==> config.mk <==
export PLATFORM = sky130hd
export DESIGN_NAME = vga_sync_gen
export DESIGN_NICKNAME = d
export VERILOG_FILES = /design/src/rtl/vga_sync_gen.sv
export SDC_FILE = /design/constraint.sdc
export NUM_CORES = 1
export LEC_CHECK = 0
export ABC_AREA = 1
export CAP_MARGIN = 20
export CORE_UTILIZATION = 40
export CTS_BUF_LIST = sky130_fd_sc_hd__clkbuf_16
export CTS_CLUSTER_SIZE = 12
export DETAILED_ROUTE_END_ITERATION = 10
export SLEW_MARGIN = 30
export SYNTH_ARGS = -nofsm -noshare
export SYNTH_HDL_FRONTEND = slang
export SYNTH_SLANG_ARGS = --single-unit
==> constraint.sdc <==
create_clock -name clk -period 2 [get_ports clk]
set_input_delay 0.5 -clock clk [delete_from_list [all_inputs] [get_ports clk]]
set_output_delay 0.5 -clock clk [all_outputs]
set_load 0.03 [all_outputs]
==> src/rtl/vga_sync_gen.sv <==
// VGA raster timing generator: pixel/line counters, registered syncs, visible-area
// flag, line/frame start pulses and a wrapping frame counter.
module vga_sync_gen #(
    parameter int   H_DISPLAY   = 640,
    parameter int   H_FRONT     = 16,
    parameter int   H_SYNC      = 96,
    parameter int   H_BACK      = 48,
    parameter int   V_DISPLAY   = 480,
    parameter int   V_FRONT     = 10,
    parameter int   V_SYNC      = 2,
    parameter int   V_BACK      = 33,
    parameter logic SYNC_ACTIVE = 1'b0
) (
    input  logic       clk,
    input  logic       rst,
    input  logic       ce,
    output logic [9:0] hpos,
    output logic [9:0] vpos,
    output logic       hsync,
    output logic       vsync,
    output logic       display_on,
    output logic       line_start,
    output logic       frame_start,
    output logic [7:0] frame_cnt
);

    localparam int H_TOTAL = H_DISPLAY + H_FRONT + H_SYNC + H_BACK;
    localparam int V_TOTAL = V_DISPLAY + V_FRONT + V_SYNC + V_BACK;

    localparam int HS_START = H_DISPLAY + H_FRONT;
    localparam int HS_END   = H_DISPLAY + H_FRONT + H_SYNC;
    localparam int VS_START = V_DISPLAY + V_FRONT;
    localparam int VS_END   = V_DISPLAY + V_FRONT + V_SYNC;

    localparam logic [9:0] H_MAX = 10'(H_TOTAL - 1);
    localparam logic [9:0] V_MAX = 10'(V_TOTAL - 1);

    generate
        if (H_TOTAL > 1024 || V_TOTAL > 1024) begin : g_bad_timing
            $error("vga_sync_gen: H_TOTAL and V_TOTAL must not exceed 1024");
        end
    endgenerate

    // Compare in int so a window ending exactly at 1024 cannot wrap to zero.
    function automatic logic in_window(logic [9:0] pos, int lo, int hi);
        return (int'(pos) >= lo) && (int'(pos) < hi);
    endfunction

    logic       h_wrap;
    logic       v_wrap;
    logic [9:0] h_next;
    logic [9:0] v_next;

    // NOTE: every variable in this block is assigned on every path, so no latch is inferred.
    always_comb begin
        h_wrap = (hpos == H_MAX);
        v_wrap = (vpos == V_MAX);
        h_next = h_wrap ? 10'd0 : hpos + 10'd1;
        v_next = vpos;
        if (h_wrap) begin
            v_next = v_wrap ? 10'd0 : vpos + 10'd1;
        end
    end

    // Decoded outputs are registered from the next counter values, so they line up
    // with the hpos/vpos presented on the same cycle.
    // NOTE: state is written with non-blocking assignments so every register samples pre-edge values.
    always_ff @(posedge clk or posedge rst) begin
        if (rst) begin
            hpos        <= '0;
            vpos        <= '0;
            frame_cnt   <= '0;
            hsync       <= ~SYNC_ACTIVE;
            vsync       <= ~SYNC_ACTIVE;
            display_on  <= 1'b1;
            line_start  <= 1'b0;
            frame_start <= 1'b0;
        end else if (ce) begin
            hpos        <= h_next;
            vpos        <= v_next;
            if (h_wrap && v_wrap) begin
                frame_cnt <= frame_cnt + 8'd1;
            end
            hsync       <= in_window(h_next, HS_START, HS_END) ? SYNC_ACTIVE : ~SYNC_ACTIVE;
            vsync       <= in_window(v_next, VS_START, VS_END) ? SYNC_ACTIVE : ~SYNC_ACTIVE;
            display_on  <= in_window(h_next, 0, H_DISPLAY) && in_window(v_next, 0, V_DISPLAY);
            line_start  <= h_wrap;
            frame_start <= h_wrap && v_wrap;
        end else begin
            line_start  <= 1'b0;
            frame_start <= 1'b0;
        end
    end

endmodule
; Yosys cells after proc, flatten, opt, wreduce, memory -nomap -nowiden
; Index checks and enable logic that the tools add are counted.
[totals]
regBits = 33
inputBits = 3
output_inout_bits = 33
elab_cells = 31
[op_classes]
add_sub_neg = 3
n_lt_le_gt_ge = 6
eq_ne = 2
n_mux = 7
reduce_logical = 5
[ops]
columns = cell, n
row1 = 10-bit 2-to-1 mux, 3
row2 = "10-bit by 1-bit adder with 10-bit output, second input constant", 2
row3 = "10-bit == test, second input constant", 2
row4 = "10-bit < comparator, second input constant", 2
row5 = "10-bit by 9-bit < comparator with 1-bit output, second input constant", 2
row6 = "10-bit greater-or-equal comparator, second input constant", 1
row7 = "10-bit by 9-bit greater-or-equal comparator with 1-bit output, second input constant", 1
row8 = "8-bit by 1-bit adder with 8-bit output, second input constant", 1
row9 = 1-bit logical AND, 4
row10 = 1-bit 2-to-1 mux, 4
row11 = 2-bit AND reduction, 1

; Depth between registers and ports, before layout
[depth]
ltp_word = 6
mapped_depth = 12
depth_no_buf = 12

; Worst setup path before layout
; No wires, ideal clock.
[synth_path]
path_kind = reg-to-reg
start = reg hpos[1]
end = reg vsync
setup_time_ps = 76
t_arrival_ps = 1757
path_slack_ps = 167
stages_incl_launch_ff = 11
cell_sequence = dfrtp_1 ha_1 nand2_1 nor2_2 nand3_2 o21ai_0 inv_1 nor2_1 nand4_1 nor2_1 nor2_1
[synth_between]
elab_chain_len = 5
elab_cells_between_ends = 6
classes_between = 2 x order compare / 1 x eq/ne / 2 x mux / 1 x reduce/logical
[synth_lines]
columns = element, line
row1 = from (decl), 17  ; output logic [9:0] hpos,
row2 = from (signal assigned), 79  ; hpos <= h_next;
row3 = 10-bit == test (*), 56  ; h_wrap = (hpos == H_MAX);
row4 = 10-bit 2-to-1 mux (*), 60  ; if (h_wrap) begin
row5 = 10-bit by 9-bit greater-or-equal comparator with 1-bit output / 10-bit by 9-bit < comparator with 1-bit output (equally long branches), 46  ; return (int'(pos) >= lo) && (int'(pos) < hi);
row6 = 1-bit logical AND (*), 46
row7 = 1-bit 2-to-1 mux (*), 85  ; vsync <= in_window(v_next, VS_START, VS_END) ? SYNC_ACTIVE : ~SYNC_ACTIVE;
row8 = to (signal assigned), 74  ; vsync <= ~SYNC_ACTIVE;
row9 = to (signal assigned), 85
row10 = to (decl), 20  ; output logic vsync,
; Mark *: on every way between the ends. The rest lies on a longest branch, timed or not.
; A chain may end at the register's enable or synchronous reset.

; Worst setup path after layout
[layout_path]
start = reg hsync
end = out hsync
[layout_rtl]
columns = element, line
row1 = from (decl), 19  ; output logic hsync,
row2 = from (signal assigned), 73  ; hsync <= ~SYNC_ACTIVE;
row3 = from (signal assigned), 84  ; hsync <= in_window(h_next, HS_START, HS_END) ? SYNC_ACTIVE : ~SYNC_ACTIVE;
; No word-level cell between the ends.

==> flow_summary.yaml <==
timing:
  rsz0062_at_grt: "true"
  tightest_slew_ns: 0.428
  setup_viol_count_final: 0
  post-route-period-util_pct: 98.0
  maxSlewHeadroom_pct: 71.5
  tns_ns: 0
  final_max_slew_viol_count: 0
  final-hold-violation-count: 0
  period_needed_ns: 1.96
  fmax_mhz: 510
  fin_skew_ns: 0.00317
yosys:
  synth-simple-area-share_pct: 34.7
  yosys.area_share.adder_pct: 3.17
  ys_types: 31
  synth_top_family_by_area: "simple AND/OR/NAND/NOR gates"
  yosysSeqAreaShare_pct: 42.0
  synth_mux_area_share_pct: 0
  synth_area_mm2: 0.00197
  syn_inst: 261
  synth-xor-area-share_pct: 3.55
  synth_compound_area_share_pct: 8.11
  yosysWarnings: 0
  ys_ff_latch: 33
  syn_nets: 269
  syn_area_per_cell_um2: 7.56
placement:
  dpl_cell_area_mm2: 0.00243
  port_buffers: 35
  gp_congestion: 0.802
  hpwl_um: 3150
die:
  num_rows: 25
  die_y_um: 72.3
  die_area_mm2: 0.00522
  io_pins: 36
  start_util_pct: 41.8
  fp.dieW_um: 72.3
  core-area_mm2: 0.00472
worst_setup_path:
  required_ns: 1.50
  startpoint_type: "flop"
  crit_family: "buffers and inverters"
  cp-end-kind: "primary output"
  crit_type: "reg2out"
  crit_start: "hsync$_DFFE_PP1P_"
  path_max_fanout: 2
  cp_slowest_cell: "clkdlybuf4s50_1"
  cpPeakStageDelay_ns: 0.66
  worstPathArrival_ns: 1.46
  timing.rr.start: "hpos[0]$_DFFE_PP0P_"
  path_buf_inv: 1
  critical_path.cell_chain: "clkdlybuf4s50_1"
status:
  outcome: "finished, final reports clean"
cts:
  cts_tree: "built"
  clk_pin_slew_ns: 0.05
  holdBufCountCts: 0
  max-clock-path-buffers: 2
  insertion_delay_ns: 0.28
  cts-root-buf: "clkbuf_16"
  cts_sinks: 33
  htreeDepth: 2
  cts_made_buffers: 5
pwr:
  power_frac_seq_pct: 33.5
  power_frac_clock_pct: 36.4
  p_sw_share_pct: 34.1
  leakage_nw: 1.35
  power_frac_comb_pct: 30.1
  peakVddDrop_mv: 0.557
  switchingPower_w: 0.000934
  intPower_w: 0.00180
  powerDensity_mw_per_mm2: 1020
global_routing:
  grt_use_met3_pct: 4.58
  overflow: 0
  grt_pass1_wl_um: 7420
  grt_max_degree: 34
  antenna_found_initial: 0
  grt_use_total_pct: 18.8
  grt_pass1_vias: 1564
  grtUsageMet1_pct: 26.0
  use_met2_pct: 28.3
  top_usage_layer: "met2"
cells_and_area:
  drive_gt1_share_pct: 13.4
  insertedDiodeCount: 0
  seqCellArea_um2: 830
  syn_to_final_growth_pct: 35.6
  final_common_cell: "nand2_1"
  multi_input_area_um2: 998
  fin_nets: 314
  n_fill_cell: 453
  finalInstanceArea_mm2: 0.00268
  final_cell_mix: "nand2_1, inv_1, dfrtp_1, clkdlybuf4s50_1"
drt:
  drtPass1Iterations: 4
  wl_um: 4400
  wl_per_cell_um: 11.8
  ant_nets: 0
  drt_iter0_markers: 108
  via_per_inst: 4.66
  vias: 1744
  drc: 0
min_path:
  hold_start: "display_on$_DFFE_PP1P_"
  min_path_type: "reg2reg"
job:
  maxCapViolations: 0
-- what timing repair did --
| item | 4_1_cts | 5_1_grt |
|---|---|---|
| setup buffers | 0 | 1 |
| endpoints found under the setup margin | 0 | 10 |
| gates resized for setup | 0 | 9 |
-- state kept, by name, summed over array words and instances, names as in the netlist --
name / count
hpos: 10
vpos: 10
frame_cnt: 8
display_on: 1
frame_start: 1
hsync: 1
line_start: 1
vsync: 1
-- layer usage --
layer,up-vias,share of wire (%)
li1,924,-
met1,787,49
met2,27,46
met3,6,3.5
met4,0,1.5
met5,-,0
-- synthesized netlist by cell type, drive strengths merged --
master,instances,area share (%)
o22ai,2,0.63
nor3,3,1.0
a21oi,4,1.0
ha,5,3.2
dfstp,3,4.0
nand4,10,3.5
clkbuf,3,0.57
dfrtp,30,38
xor2,6,2.7
buf,2,0.82
nand3,25,7.1
nor2,31,7.9
xnor2,2,0.89
inv,35,6.7
o21a,1,0.38
o21ai,21,5.3
clkinv,2,0.38
nand2,73,15
nand3b,1,0.38
a21o,1,0.38
o21bai,1,0.38
-- power groups by stage --
stage	Combinational (W)	Clock, W	Sequential [W]
after detailed placement	0.000818	0	0.000926
after global routing	0.000910	0.00104	0.000943
after CTS	0.000822	0.00102	0.000918
after global placement	0.000812	0	0.000928
after floorplan	0.000319	0	0.00111
final	0.000824	0.000996	0.000916
-- stage by stage --
stage / instances / total power [W] / setup WS, ns / hold WS (ns) / utilization, %
floorplan: 261 / 0.00143 / 0.167 / 0.528 / -
global placement: 365 / 0.00174 / 0.0547 / 0.459 / 51.5
detailed placement: 365 / 0.00174 / 0.0210 / 0.457 / 51.5
CTS: 373 / 0.00276 / 0.00808 / 0.467 / 55.5
global route: 374 / 0.00290 / -0.0217 / 0.497 / 56.7
finish: 374 / 0.00274 / 0.0392 / 0.463 / 56.7
-- cell type report --
cell class / instances / share of cell area (%)
Multi-Input combinational cell: 186 / 37.3
Sequential cell: 33 / 31.0
Tap cell: 67 / 3.13
Inverter: 37 / 5.19
Clock inverter: 3 / 2.43
Clock buffer: 5 / 4.68
Timing Repair Buffer: 43 / 16.3
-- kinds of logic (layout without fill, tap and decap cells) --
kind of cell	count (synthesis)	after routing
flip-flops	33	33
XOR/XNOR	8	8
AO/OA/AOI/OAI	30	30
adder cells (fa/ha/maj)	5	5
buffers and inverters	42	88
AND/OR/NAND/NOR	143	143
-- final timing paths --
path / endpoint / slack [ns] / cells after the start
hold reg to reg: display_on$_DFFE_PP1P_ / 0.46 / 2
min in group asynchronous: frame_cnt[6]$_DFFE_PP0P_ / 0.62 / 3
setup reg to reg: hsync$_DFFE_PP1P_ / 0.18 / 10
max in group asynchronous: display_on$_DFFE_PP1P_ / 1.04 / 3
setup / recovery: hsync / 0.04 / 1
hold / removal: display_on$_DFFE_PP1P_ / 0.46 / 2
No activity file was read; power rests on OpenSTA's default activity.
